===== src/rtl/instr_encoder_loader_pkg.sv =====
// Shared picoMIPS instruction definitions: opcodes, field layout and entry-field encodings.
// Both the decoder and the encoder loader import this so the word layout is defined once.
package instr_encoder_loader_pkg;

  localparam int OPC_W = 3;
  localparam int REG_W = 3;
  localparam int IMM_W = 8;

  localparam int IMM_LSB = 0;
  localparam int RS_LSB  = IMM_LSB + IMM_W;
  localparam int RD_LSB  = RS_LSB + REG_W;
  localparam int OPC_LSB = RD_LSB + REG_W;
  localparam int INSTR_W = OPC_LSB + OPC_W;

  localparam logic [2:0] OP_NOP   = 3'b000;
  localparam logic [2:0] OP_ADD   = 3'b001;
  localparam logic [2:0] OP_ADDI  = 3'b010;
  localparam logic [2:0] OP_MULI  = 3'b011;
  localparam logic [2:0] OP_INPUT = 3'b100;
  localparam logic [2:0] OP_HOLD  = 3'b101;

  localparam logic [1:0] FS_OPC   = 2'd0;
  localparam logic [1:0] FS_REGS  = 2'd1;
  localparam logic [1:0] FS_IMM   = 2'd2;
  localparam logic [1:0] FS_WRITE = 2'd3;

  function automatic logic op_legal(input logic [2:0] op);
    return op <= OP_HOLD;
  endfunction

  function automatic logic op_no_operands(input logic [2:0] op);
    return (op == OP_NOP) || (op == OP_HOLD);
  endfunction

  function automatic logic op_has_imm(input logic [2:0] op);
    return (op == OP_ADDI) || (op == OP_MULI);
  endfunction

endpackage


===== src/rtl/instr_encoder_loader_pack.sv =====
// Combinational instruction packer: fields in, word out, with fields unused by the
// opcode forced to zero so the stored program is canonical.
module instr_pack
  import instr_encoder_loader_pkg::*;
#(
  parameter int OPW  = 3,
  parameter int REGW = 3,
  parameter int IMMW = 8
) (
  input  logic [OPW-1:0]            opc,
  input  logic [REGW-1:0]           rd,
  input  logic [REGW-1:0]           rs,
  input  logic [IMMW-1:0]           imm,
  output logic [OPW+2*REGW+IMMW-1:0] word
);

  logic [REGW-1:0] rd_z;
  logic [REGW-1:0] rs_z;
  logic [IMMW-1:0] imm_z;

  always_comb begin
    rd_z  = rd;
    rs_z  = rs;
    imm_z = imm;
    if (opc == OPW'(OP_NOP) || opc == OPW'(OP_HOLD)) begin
      rd_z  = '0;
      rs_z  = '0;
      imm_z = '0;
    end else if (opc == OPW'(OP_ADD) || opc == OPW'(OP_INPUT)) begin
      imm_z = '0;
    end
    if (opc == OPW'(OP_INPUT)) rs_z = '0;
  end

  assign word = {opc, rd_z, rs_z, imm_z};

endmodule


===== src/rtl/instr_encoder_loader.sv =====
// Switch-driven instruction entry FSM: collects opcode/regs/imm fields on strobe
// pulses and writes packed words into program RAM while load mode is held.
module instr_encoder_loader
  import instr_encoder_loader_pkg::*;
#(
  parameter int OPW  = 3,
  parameter int REGW = 3,
  parameter int IMMW = 8,
  parameter int AW   = 5,
  parameter int WRAP = 0
) (
  input  logic                        clk,
  input  logic                        reset,
  input  logic                        load_en,
  input  logic [7:0]                  SW,
  input  logic                        strobe,
  output logic                        prog_we,
  output logic [AW-1:0]               prog_addr,
  output logic [OPW+2*REGW+IMMW-1:0]  prog_wdata,
  output logic [1:0]                  field_sel,
  output logic [AW:0]                 count,
  output logic                        full,
  output logic                        err
);

  typedef enum logic [2:0] {S_IDLE, S_OPC, S_REGS, S_IMM, S_WRITE} state_t;

  localparam logic [AW-1:0] ADDR_MAX = '1;
  localparam logic [AW:0]   CNT_MAX  = {1'b1, {AW{1'b0}}};

  state_t          state;
  logic [OPW-1:0]  opc_q, nx_opc;
  logic [REGW-1:0] rd_q, rs_q, nx_rd, nx_rs;
  logic [IMMW-1:0] imm_q, nx_imm;
  logic [OPW+2*REGW+IMMW-1:0] word_nx;
  logic            fire;

  // Fields as they will be after this edge, so the word registers in the same cycle.
  always_comb begin
    nx_opc = opc_q;
    nx_rd  = rd_q;
    nx_rs  = rs_q;
    nx_imm = imm_q;
    case (state)
      S_OPC: begin
        nx_opc = SW[OPW-1:0];
        nx_rd  = '0;
        nx_rs  = '0;
        nx_imm = '0;
      end
      S_REGS: begin
        nx_rd  = SW[2*REGW-1:REGW];
        nx_rs  = SW[REGW-1:0];
        nx_imm = '0;
      end
      S_IMM:   nx_imm = SW[IMMW-1:0];
      default: ;
    endcase
  end

  always_comb begin
    fire = 1'b0;
    if (load_en && strobe) begin
      case (state)
        S_OPC:   fire = !full && op_legal(3'(SW[OPW-1:0])) && op_no_operands(3'(SW[OPW-1:0]));
        S_REGS:  fire = !op_has_imm(3'(opc_q));
        S_IMM:   fire = 1'b1;
        default: fire = 1'b0;
      endcase
    end
  end

  instr_pack #(.OPW(OPW), .REGW(REGW), .IMMW(IMMW)) u_pack (
    .opc  (nx_opc),
    .rd   (nx_rd),
    .rs   (nx_rs),
    .imm  (nx_imm),
    .word (word_nx)
  );

  always_ff @(posedge clk or posedge reset) begin
    if (reset) begin
      state      <= S_IDLE;
      opc_q      <= '0;
      rd_q       <= '0;
      rs_q       <= '0;
      imm_q      <= '0;
      prog_we    <= 1'b0;
      prog_addr  <= '0;
      prog_wdata <= '0;
      field_sel  <= FS_OPC;
      count      <= '0;
      full       <= 1'b0;
      err        <= 1'b0;
    end else begin
      prog_we <= 1'b0;
      if (!load_en) begin
        state     <= S_IDLE;
        field_sel <= FS_OPC;
      end else begin
        case (state)
          S_IDLE: begin
            state     <= S_OPC;
            field_sel <= FS_OPC;
            prog_addr <= '0;
            count     <= '0;
            full      <= 1'b0;
            err       <= 1'b0;
          end
          S_OPC: if (strobe && !full) begin
            opc_q <= nx_opc;
            rd_q  <= '0;
            rs_q  <= '0;
            imm_q <= '0;
            if (!op_legal(3'(SW[OPW-1:0]))) begin
              err <= 1'b1;
            end else begin
              err <= 1'b0;
              if (op_no_operands(3'(SW[OPW-1:0]))) begin
                state     <= S_WRITE;
                field_sel <= FS_WRITE;
              end else begin
                state     <= S_REGS;
                field_sel <= FS_REGS;
              end
            end
          end
          S_REGS: if (strobe) begin
            rd_q  <= nx_rd;
            rs_q  <= nx_rs;
            imm_q <= '0;
            if (op_has_imm(3'(opc_q))) begin
              state     <= S_IMM;
              field_sel <= FS_IMM;
            end else begin
              state     <= S_WRITE;
              field_sel <= FS_WRITE;
            end
          end
          S_IMM: if (strobe) begin
            imm_q     <= nx_imm;
            state     <= S_WRITE;
            field_sel <= FS_WRITE;
          end
          S_WRITE: begin
            state     <= S_OPC;
            field_sel <= FS_OPC;
            if (count != CNT_MAX) count <= count + 1'b1;
            if (prog_addr == ADDR_MAX) begin
              if (WRAP != 0) prog_addr <= '0;
              else           full      <= 1'b1;
            end else begin
              prog_addr <= prog_addr + 1'b1;
            end
          end
          default: state <= S_IDLE;
        endcase
        if (fire) begin
          prog_we    <= 1'b1;
          prog_wdata <= word_nx;
        end
      end
    end
  end

endmodule


===== config.mk =====
export PLATFORM = sky130hd
export DESIGN_NAME = instr_encoder_loader
export DESIGN_NICKNAME = d
export VERILOG_FILES = /design/src/rtl/instr_encoder_loader_pkg.sv /design/src/rtl/instr_encoder_loader_pack.sv /design/src/rtl/instr_encoder_loader.sv
export SDC_FILE = /design/constraint.sdc
export NUM_CORES = 1
export LEC_CHECK = 0
export ABC_AREA = 1
export CAP_MARGIN = 10
export CORE_UTILIZATION = 55
export DETAILED_ROUTE_END_ITERATION = 6
export DONT_BUFFER_PORTS = 1
export MAX_ROUTING_LAYER = met4
export PLACE_DENSITY = 0.75
export SETUP_SLACK_MARGIN = 0.02
export SLEW_MARGIN = 20
export SYNTH_ARGS = -nofsm -noshare
export SYNTH_HDL_FRONTEND = slang
export SYNTH_HIERARCHICAL = 1
export SYNTH_SLANG_ARGS = --single-unit

===== constraint.sdc =====
create_clock -name clk -period 6 [get_ports clk]
set_input_delay 0.3 -clock clk [delete_from_list [all_inputs] [get_ports clk]]
set_output_delay 0.3 -clock clk [all_outputs]
set_load 0.02 [all_outputs]

==> summary.md, run 1 <==
| Metric | Value |
|---|---|
| Met3 usage | 0.0516 |
| Layout cells sized above 1 | 0.0767 |
| # resized after CTS | 0 |
| Routed vias/inst | 5.11 |
| Final period util | 0.385 |
| CTS Buffer Depth | 2 |
| Post-CTS Hold Buffers | 0 |
| # setup viols final | 0 |
| Gr usage total | 0.218 |
| GRT met1 Usage | 0.311 |
| Critical path type | flop to flop |
| Arrival time worst endpoint | 2.50 ns |
| Slowest stage delay, CP | 0.75 ns |
| Final ANT Viol Nets | 0 |
| Reg area | 1330 um2 |
| CTS root buf | clkbuf_8 |
| Max cap viols | 0 |
| I/O pin cnt | 45 |
| PwrDens | 383 nW/um2 |
| Number of synthesized register bits | 53 |
| Post-Layout Cell Count | 461 |
| Largest net degree at the start of global routing | 54 |
| Die Height | 75.4 um |
| Cell-internal power | 637 uW |
| Tot Pwr | 1160 uW |
| Clock network power share | 0.160 |
| Via count | 2355 |
| Clk slew on worst S/H paths | 0.09 ns |
| Core area | 5140 um2 |
| Syn Inst Count | 399 |
| First-pass DRT Iterations | 4 |
| Hpwl dp | 4100 um |
| CP top delay family | simple AND/OR/NAND/NOR gates |
| Synth warn | 6 |
| P_sw | 523 uW |
| Synth cell types | 29 |
| P_leak | 0.00164 uW |
| Highest clock rate | 0.432 GHz |
| Placer Congestion | 0.923 |
| Seq/Total Area, Yosys | 0.448 |
| Diodes inserted | 0 |
| Num CTS Buffers | 5 |
| Met2 Usage GRT | 0.318 |
| Reg power frac | 0.473 |
| Status | complete, no violations |
| CP cell instances | nor2_4 -> nand2_2 -> o21ai_0 -> nand3_2 -> nand2_2 -> nor2_1 -> nand3_1 -> nand2_1 |
| Grt total ovfl | 0 |
| First-pass GRT wire length | 9140 um |
| TritonCTS clock tree | done |
| Area Growth Syn to Fin | 2.33% |
| Final design utilization | 0.589 |
| Min cycle time layout | 2.31 ns |
| Die area | 5680 um2 |
| Drt drc | 0 |
| Crit path required time | 6.19 ns |
| Worst relative slew slack | 0.420 |
| Vias in the first global route | 1901 |
| Syn nets | 415 |
| VDD IR max | 0.000213 V |
| Worst Tran Pin Value | 0.860 ns |
| Area of the multi-input gates | 1300 um2 |
| Netlist Area Pre-Place | 2960 um2 |
| Fin. Hold Viols | 0 |
| Worst setup EP type | flop |
| Initial core utilization | 0.576 |
| Sw frac | 0.451 |
| Nets@finish | 408 |
| Placed cell count | 455 |
| CP startpoint kind | flop |
| WP buf/inv | 0 |
| R2R depth | 8 |
| GR peak layer | met2 |
| Total Neg Setup Slack | 0 ns |
| Initial antenna violation count | 0 |
| Fin Clk Skew | 0.00998 ns |
| Comb power frac | 0.368 |
| Total wire length | 5670 um |
| Postcts setup bufs | 0 |
| Die X | 75.4 um |
| Max-slew violation count | 0 |
| CTS sink count | 53 |
| Port buffer count | 0 |
| Critical path depth | 8 |
| Fill count | 485 |
| Mean Syn Cell Area | 7.42 um2 |
| CTS H-tree depth | 2 |
| Worst hold path class | input port to asynchronous set/reset pin |
| Drt wl/cell | 12.3 um |
| CP max stage cell | o21ai_0 |
| Setup repair after global routing missed its margin | false |
| Worst-Skew Late Latency | 0.30 ns |
| DRT iter0 DRCs | 132 |
| Most frequent CP cell | nand2_2 |
| Top fanout value on the critical path | 17 |
| Num rows | 26 |
-- cell families after synthesis --
family | after synthesis | share of synthesized area
and+or+nand+nor | 216 | 0.322
buffers and inverters | 76 | 0.111
DFF | 53 | 0.448
AOI/OAI and AO/OA | 47 | 0.0926
adders and majority gates | 4 | 0.0169
xor gates and xnor gates | 3 | 0.00888
-- routing by layer --
metal	wire length, um	vias up
li1	-	1231
met1	2810	1067
met2	2510	51
met3	288	6
met4	56	0
met5	0	-
-- state kept, by name, summed over array words and instances, names as in the netlist --
register,count
field_sel,2
prog_we,1
prog_addr,5
imm_q,8
full,1
rs_q,3
rd_q,3
count,6
state,3
prog_wdata,17
err,1
opc_q,3
-- power by group through the flow --
stage               Combinational, uW  Clock (uW)  Sequential, uW
CTS                               427         193             549
global placement                  417           0             555
finish                            427         185             549
global route                      491         201             561
detailed placement                425           0             555
floorplan                         401           0             535
-- synth_stat cells --
| cell | number | area [um2] |
|---|---|---|
| o22ai_1 | 8 | 50.1 |
| o21ai_0 | 29 | 145 |
| nand4_1 | 2 | 12.5 |
| o21bai_1 | 1 | 7.51 |
| buf_2 | 5 | 25.0 |
| o21ai_1 | 2 | 10.0 |
| nor2_4 | 5 | 56.3 |
| nor3b_1 | 1 | 7.51 |
| nand2_4 | 1 | 11.3 |
| nor2_2 | 1 | 6.26 |
| nor2_1 | 30 | 113 |
| nand3_2 | 3 | 30.0 |
| nand2_2 | 4 | 25.0 |
| xnor2_1 | 1 | 8.76 |
| buf_4 | 6 | 45.0 |
| xor2_1 | 2 | 17.5 |
| nand2_1 | 123 | 462 |
| buf_6 | 2 | 22.5 |
| o21ai_4 | 1 | 16.3 |
| clkbuf_1 | 2 | 7.51 |
| nand3_1 | 44 | 220 |
| inv_1 | 56 | 210 |
| inv_2 | 5 | 18.8 |
| a21oi_4 | 1 | 16.3 |
| ha_1 | 4 | 50.1 |
| dfrtp_1 | 53 | 1330 |
| a21oi_2 | 1 | 8.76 |
| a21oi_1 | 4 | 20.0 |
| nor3_1 | 2 | 10.0 |
-- final cells by class --
type / count / area share
multi-input combinational: 270 / 0.431
inverter: 61 / 0.0756
tap: 70 / 0.0289
clock inverter: 1 / 0.00165
sequential: 53 / 0.438
timing repair buffer: 1 / 0.00248
clock buffer: 5 / 0.0227
-- worst paths after layout --
path,to,start,slack (ns)
worst min register to register,rs_q[2],rs_q[2],0.50
worst min-delay path,prog_wdata[7],reset,0.05
worst max-delay path,prog_wdata[13],state[2],3.69
min in group clk,opc_q[2],SW[2],0.12
max in group asynchronous,imm_q[1],reset,5.50
worst max register to register,prog_wdata[13],state[2],3.69
-- through the flow --
step                      hold WS (ns)  worst slack, ns  cell area, um2
after floorplan                  0.421             4.02            2960
final                           0.0518             3.69            3030
after global placement           0.406             3.51            2950
after global routing             0.128             3.45            3030
after detailed placement         0.412             3.69            2950
after CTS                       0.0825             3.68            3030
-- layout by cell type (no fill, tap or decap), drive strengths merged --
cell type,n
nor2,36
clkinv,1
xnor2,1
buf,1
nand4,2
nand3,47
dfrtp,53
inv,61
nor3,2
o21ai,32
clkbuf,5
o22ai,8
nand2,128
o21bai,1
a21oi,6
xor2,2
nor3b,1
ha,4
Power figures use the tool's default switching activity.
==> run 2, diff against run 1 <==
--- a/config.mk
+++ b/config.mk
@@ -11,7 +11,7 @@
 export DETAILED_ROUTE_END_ITERATION = 6
 export DONT_BUFFER_PORTS = 1
 export MAX_ROUTING_LAYER = met4
-export PLACE_DENSITY = 0.75
+export PLACE_DENSITY = 0.78
 export SETUP_SLACK_MARGIN = 0.02
 export SLEW_MARGIN = 20
 export SYNTH_ARGS = -nofsm -noshare
==> constraint.sdc (replaced) <==
create_clock -name clk -period 2 [get_ports clk]
set_input_delay 0.1 -clock clk [delete_from_list [all_inputs] [get_ports clk]]
set_output_delay 0.1 -clock clk [all_outputs]
set_load 0.02 [all_outputs]
==> run 2 against run 1 <==
  * Worst setup slack worse by 3.4 ns
  * Design area is 5.2% higher
  * Highest routed layer unchanged
  * Flip-flop and latch count stayed put
  * Die area stayed put
  * Register-to-register slack worse by 3.4 ns
  * Critical path type unchanged
==> summary.md, run 2 (synthesis gave the netlist of run 1 again) <==
| Metric | Value |
|---|---|
| Status | complete, no violations (unchanged) |
| Max-slew violation count | 0 (unchanged) |
| Diodes inserted | 0 (unchanged) |
| Worst setup EP type | flop (unchanged) |
| Sw frac | 0.446 (was 0.451) |
| Reg power frac | 0.454 (was 0.473) |
| Post-route cell area | 3190 um2 (was 3030 um2) |
| CP startpoint kind | flop (unchanged) |
| Top fanout value on the critical path | 10 (was 17) |
| Clk slew on worst S/H paths | 0.09 ns (about the same) |
| P_leak | 0.00172 uW (was 0.00164 uW) |
| Hold_ws | 0.00960 ns (was 0.0518 ns) |
| Total wire length | 5880 um (was 5670 um) |
| Worst hold path class | input port to flop (was input port to asynchronous set/reset pin) |
| Highest clock rate | 0.575 GHz (was 0.432 GHz) |
| Fin Clk Skew | 0.00989 ns (was 0.00998 ns) |
| CP cell instances | ha_1 -> inv_1 -> nor2_1 -> ha_1 -> a21oi_2 -> nand3_1 -> o21ai_0 -> nor2_1 (was nor2_4 -> nand2_2 -> o21ai_0 -> nand3_2 -> nand2_2 -> nor2_1 -> nand3_1 -> nand2_1) |
| Cell-internal power | 2010 uW (was 637 uW) |
| Min cycle time layout | 1.74 ns (was 2.31 ns) |
| Total Neg Setup Slack | 0 ns (unchanged) |
| First-pass DRT Iterations | 4 (unchanged) |
| Clock network power share | 0.163 (was 0.160) |
| Nets@finish | 423 (was 408) |
| Worst Tran Pin Value | 0.356 ns (was 0.860 ns) |
| PwrDens | 1140 nW/um2 (was 383 nW/um2) |
| Post-Layout Cell Count | 478 (was 461) |
| P_sw | 1620 uW (was 523 uW) |
| Crit path required time | 2.20 ns (was 6.19 ns) |
| Port buffer count | 0 (unchanged) |
| Drt wl/cell | 12.3 um (about the same) |
| Largest register FFs | 17 (unchanged) |
| TritonCTS clock tree | done (unchanged) |
| Most common cell after layout, fill and taps aside | nand2_1 (unchanged) |
| Area Growth Syn to Fin | 7.65% (was 2.33%) |
| # setup viols final | 0 (unchanged) |
| CTS sink count | 53 (unchanged) |
| Routed vias/inst | 5.22 (was 5.11) |
| Largest net degree at the start of global routing | 54 (unchanged) |
| Worst-Skew Late Latency | 0.31 ns (was 0.30 ns) |
| Die Height | 75.4 um (unchanged) |
| Critical path type | flop to flop (unchanged) |
| Initial antenna violation count | 0 (unchanged) |
| CTS Buffer Depth | 2 (unchanged) |
| Gr usage total | 0.232 (was 0.218) |
| VDD IR max | 0.000815 V (was 0.000213 V) |
| WP buf/inv | 1 (was 0) |
| Post-DP Area | 3030 um2 (was 2950 um2) |
| Worst relative slew slack | 0.763 (was 0.420) |
| Final period util | 0.870 (was 0.385) |
| Die X | 75.4 um (unchanged) |
| Vias in the first global route | 2172 (was 1901) |
| Initial core utilization | 0.576 (unchanged) |
| Arrival time worst endpoint | 1.94 ns (was 2.50 ns) |
| I/O pin cnt | 45 (unchanged) |
| CTS H-tree depth | 2 (unchanged) |
| CP max stage cell | dfrtp_1 (was o21ai_0) |
| First-pass GRT wire length | 9690 um (was 9140 um) |
| Placer Congestion | 0.934 (was 0.923) |
| Max cap viols | 0 (unchanged) |
| Top flop regs | prog_wdata: 17 flops, imm_q: 8 flops, count: 6 flops (unchanged) |
| Slowest stage delay, CP | 0.48 ns (was 0.75 ns) |
| CTS root buf | clkbuf_8 (unchanged) |
| Num rows | 26 (unchanged) |
| Core area | 5140 um2 (unchanged) |
| Via count | 2496 (was 2355) |
| Commonest cells after routing, fill and taps aside | 123 x nand2_1, 55 x inv_1, 53 x dfrtp_1, 44 x nand3_1, 30 x nor2_1 (unchanged) |
| DRT iter0 DRCs | 82 (was 132) |
| Comb power frac | 0.383 (was 0.368) |
| Hpwl dp | 4280 um (was 4100 um) |
| Die area | 5680 um2 (unchanged) |
| Setup repair after global routing missed its margin | false (unchanged) |
| Fin. Hold Viols | 0 (unchanged) |
| Register with the most flip-flops | prog_wdata (unchanged) |
| Drt drc | 0 (unchanged) |
| Final ANT Viol Nets | 0 (unchanged) |
| CP top delay family | flip-flops (was simple AND/OR/NAND/NOR gates) |
| Grt total ovfl | 0 (unchanged) |
| Tot Pwr | 3620 uW (was 1160 uW) |
| Layout cells sized above 1 | 0.0931 (was 0.0767) |
| Placed cell count | 463 (was 455) |
| Num CTS Buffers | 5 (unchanged) |
run 2: power groups by stage:
stage	combinational [uW]	clock, uW	sequential (uW)
detailed placement	1360	0	1660
global route	1560	648	1680
floorplan	1200	0	1600
CTS	1380	609	1640
finish	1390	592	1650
global placement	1330	0	1660
run 2: area by class of cell:
| cell class | instances | area, um2 |
|---|---|---|
| Timing Repair Buffer | 16 | 150 |
| Clock inverter | 1 | 7.51 |
| Clock buffer | 7 | 76.3 |
| Inverter | 61 | 229 |
| Tap cell | 70 | 87.6 |
| Sequential cell | 53 | 1330 |
| Multi-Input combinational cell | 270 | 1310 |
| Fill cell | 481 | 1950 |
run 2: per-stage QoR:
stage / worst slack [ns] / util
2_1_floorplan: 0.0227 / -
3_3_place_gp: 0.312 / 0.589
3_5_place_dp: 0.187 / 0.589
4_1_cts: 0.182 / 0.619
5_1_grt: 0.0976 / 0.620
6_report: 0.261 / 0.620
run 2: worst paths after layout:
path                       cells after the start    startpoint            to  slack (ns)
max                                            8  prog_addr[0]  prog_addr[3]        0.26
min                                            2         SW[5]       rd_q[2]        0.01
max reg2reg                                    8  prog_addr[0]  prog_addr[3]        0.26
min reg2reg                                    2       rs_q[0]       rs_q[0]        0.50
max in group asynchronous                      3         reset       rs_q[2]        1.47
min in group asynchronous                      3         reset       prog_we        0.29
run 2: worst register-to-register path, delay by kind of cell (launching register included):
family                     cells  cell delay, ns
adders and majority gates      2            0.45
DFF                            1            0.48
and+or+nand+nor                3            0.20
AOI/OAI and AO/OA              2            0.42
buffers and inverters          1            0.07
run 2: metal layers:
metal / wire length (um) / part of all wire / global-route usage / up-vias
met1: 2650 / 0.45 / 0.314 / 1157
met4: 69 / 0.012 / 0.0638 / 0
met5: 0 / 0 / - / -
met2: 2750 / 0.47 / 0.355 / 75
met3: 406 / 0.069 / 0.0516 / 7
li1: - / - / - / 1257
run 2: what timing repair did:
item	CTS	global route
hold buffers	7	0
endpoints found under the hold margin	61	0
buffers inserted	0	0
setup endpoints to repair	0	6
gates resized for setup	0	2
==> run 3, diff against run 2 <==
--- a/config.mk
+++ b/config.mk
@@ -11,7 +11,7 @@
 export DETAILED_ROUTE_END_ITERATION = 6
 export DONT_BUFFER_PORTS = 1
 export MAX_ROUTING_LAYER = met4
-export PLACE_DENSITY = 0.78
+export PLACE_DENSITY = 0.73
 export SETUP_SLACK_MARGIN = 0.02
 export SLEW_MARGIN = 20
 export SYNTH_ARGS = -nofsm -noshare
==> run 3 against run 2 <==
  * Sequential power barely moved
  * Register-to-register slack barely moved
  * Flip-flop and latch count did not move
  * Total power rose by 3.7%
  * Global-route usage rose by 0.12 points
  * Largest cell class unchanged
==> summary.md, run 3 (synthesis gave the netlist of run 1 again) <==
| Metric | Value |
|---|---|
| Grt total ovfl | 0 (unchanged) |
| Fin. Hold Viols | 0 (unchanged) |
| Commonest cells after routing, fill and taps aside | 123 x nand2_1, 55 x inv_1, 53 x dfrtp_1, 44 x nand3_1, 30 x nor2_1 (unchanged) |
| Register with the most flip-flops | prog_wdata (unchanged) |
| Worst relative slew slack | 0.615 (was 0.763) |
| Critical path type | flop to flop (unchanged) |
| CTS H-tree depth | 2 (unchanged) |
| Total Neg Setup Slack | 0 ns (unchanged) |
| Final setup margin | 0.254 ns (was 0.261 ns) |
| DP Worst Slack | 0.297 ns (was 0.187 ns) |
| DRT iter0 DRCs | 112 (was 82) |
| Status | complete, no violations (unchanged) |
| Arrival time worst endpoint | 1.92 ns (was 1.94 ns) |
| TritonCTS clock tree | done (unchanged) |
| Worst-Skew Late Latency | 0.30 ns (was 0.31 ns) |
| Setup repair after global routing missed its margin | false (unchanged) |
| Drt wl/cell | 12.4 um (was 12.3 um) |
| Worst hold path class | input port to flop (unchanged) |
| R2R setup slack | 0.25 ns (was 0.26 ns) |
| Die area | 5680 um2 (unchanged) |
| Layout cells sized above 1 | 0.100 (was 0.0931) |
| CTS root buf | clkbuf_8 (unchanged) |
| Fill count | 474 (was 481) |
| Diodes inserted | 0 (unchanged) |
| Final ANT Viol Nets | 0 (unchanged) |
| Final period util | 0.873 (was 0.870) |
| Via count | 2434 (was 2496) |
| Core area | 5140 um2 (unchanged) |
| Num rows | 26 (unchanged) |
| Area Growth Syn to Fin | 8.67% (was 7.65%) |
| Final design utilization | 0.626 (was 0.620) |
| Initial antenna violation count | 0 (unchanged) |
| Top fanout value on the critical path | 12 (was 10) |
| Top flop regs | prog_wdata: 17 flops, imm_q: 8 flops, count: 6 flops (unchanged) |
| Placed cell count | 465 (was 463) |
| Port buffer count | 0 (unchanged) |
| CTS sink count | 53 (unchanged) |
| Vias in the first global route | 2176 (was 2172) |
| Crit path required time | 2.17 ns (was 2.20 ns) |
| First-pass GRT wire length | 9810 um (was 9690 um) |
| Most common cell after layout, fill and taps aside | nand2_1 (unchanged) |
| Max cap viols | 0 (unchanged) |
| Gr usage total | 0.233 (was 0.232) |
| Initial core utilization | 0.576 (unchanged) |
| Largest register FFs | 17 (unchanged) |
| Num CTS Buffers | 5 (unchanged) |
| CP startpoint kind | flop (unchanged) |
| Fin Clk Skew | 0.00743 ns (was 0.00989 ns) |
| Total wire length | 5950 um (was 5880 um) |
| Drt drc | 0 (unchanged) |
| Die X | 75.4 um (unchanged) |
| Hpwl dp | 4290 um (was 4280 um) |
| PwrDens | 1170 nW/um2 (was 1140 nW/um2) |
| Max-slew violation count | 0 (unchanged) |
| VDD IR max | 0.000718 V (was 0.000815 V) |
| Die Height | 75.4 um (unchanged) |
| Worst Tran Pin Value | 0.577 ns (was 0.356 ns) |
| Post-Layout Cell Count | 479 (was 478) |
| Worst setup EP type | flop (unchanged) |
| P_leak | 0.00174 uW (was 0.00172 uW) |
| Placer Congestion | 0.930 (was 0.934) |
| Clk slew on worst S/H paths | 0.09 ns (about the same) |
| Routed vias/inst | 5.08 (was 5.22) |
| Highest clock rate | 0.573 GHz (was 0.575 GHz) |
| First-pass DRT Iterations | 4 (unchanged) |
| Largest net degree at the start of global routing | 28 (was 54) |
| I/O pin cnt | 45 (unchanged) |
| CTS Buffer Depth | 2 (unchanged) |
| Nets@finish | 425 (was 423) |
| # setup viols final | 0 (unchanged) |
| Min cycle time layout | 1.75 ns (was 1.74 ns) |
[run 3: cell count changes in the layout (fill, tap and decap cells not counted), sizes merged]
| cell | delta |
|---|---|
| buf | +2 |
| clkinvlp | -1 |
| clkbuf | -2 |
| clkinv | +1 |
| bufinv | +1 |
[run 3: metrics by stage]
step	total power, uW	hold slack (ns)	cell area [um2]
2_1_floorplan	2810	0.221	2960
3_3_place_gp	3030	0.0800	3040
3_5_place_dp	3060	0.0823	3040
4_1_cts	3780	0.0118	3220
5_1_grt	4050	0.0433	3220
6_report	3760	0.0262	3220
[run 3: timing repair]
| item | CTS | global route |
|---|---|---|
| setup buffers | 0 | 0 |
| hold endpoints to repair | 35 | 0 |
| resized for setup | 0 | 0 |
| hold buffers | 7 | 0 |
| endpoints found under the setup margin | 0 | 0 |
[run 3: per-layer routing]
metal	vias up	routed length [um]	track usage
met5	-	0	-
met4	0	19	0.0535
met1	1099	2760	0.326
li1	1265	-	-
met2	68	2800	0.352
met3	2	358	0.0476
[run 3: critical path, cell delays in order (launching register included)]
cell	delay (ns)
dfrtp_1	0.43
buf_4	0.19
inv_1	0.12
nand3_2	0.17
o21ai_0	0.21
nand2_1	0.25
nand2_1	0.15
o21ai_0	0.09
[run 3: cell type report]
type                    instances  area [um2]  area share
flip-flops and latches         53        1330       0.412
multi-input cells             270        1300       0.405
inverters                      61         229      0.0712
repair buffers                 18         165      0.0514
well taps                      70        87.6      0.0272
clock buffers                   5        68.8      0.0214
clock inverters                 2        35.0      0.0109
[run 3: final timing paths]
check,end,depth (start not counted),from
max,rs_q[1],7,state[2]
min,rd_q[0],2,SW[3]
max reg2reg,rs_q[1],7,state[2]
min reg2reg,rs_q[0],2,rs_q[0]
max in group asynchronous,field_sel[0],3,reset
min in group asynchronous,prog_wdata[16],2,reset
[run 3: power by group]
group          switching (uW)  total (uW)  internal [uW]  leakage, uW
logic                     948        1420            473     0.000960
clock network             333         697            364    0.0000540
registers                 329        1640           1310     0.000725
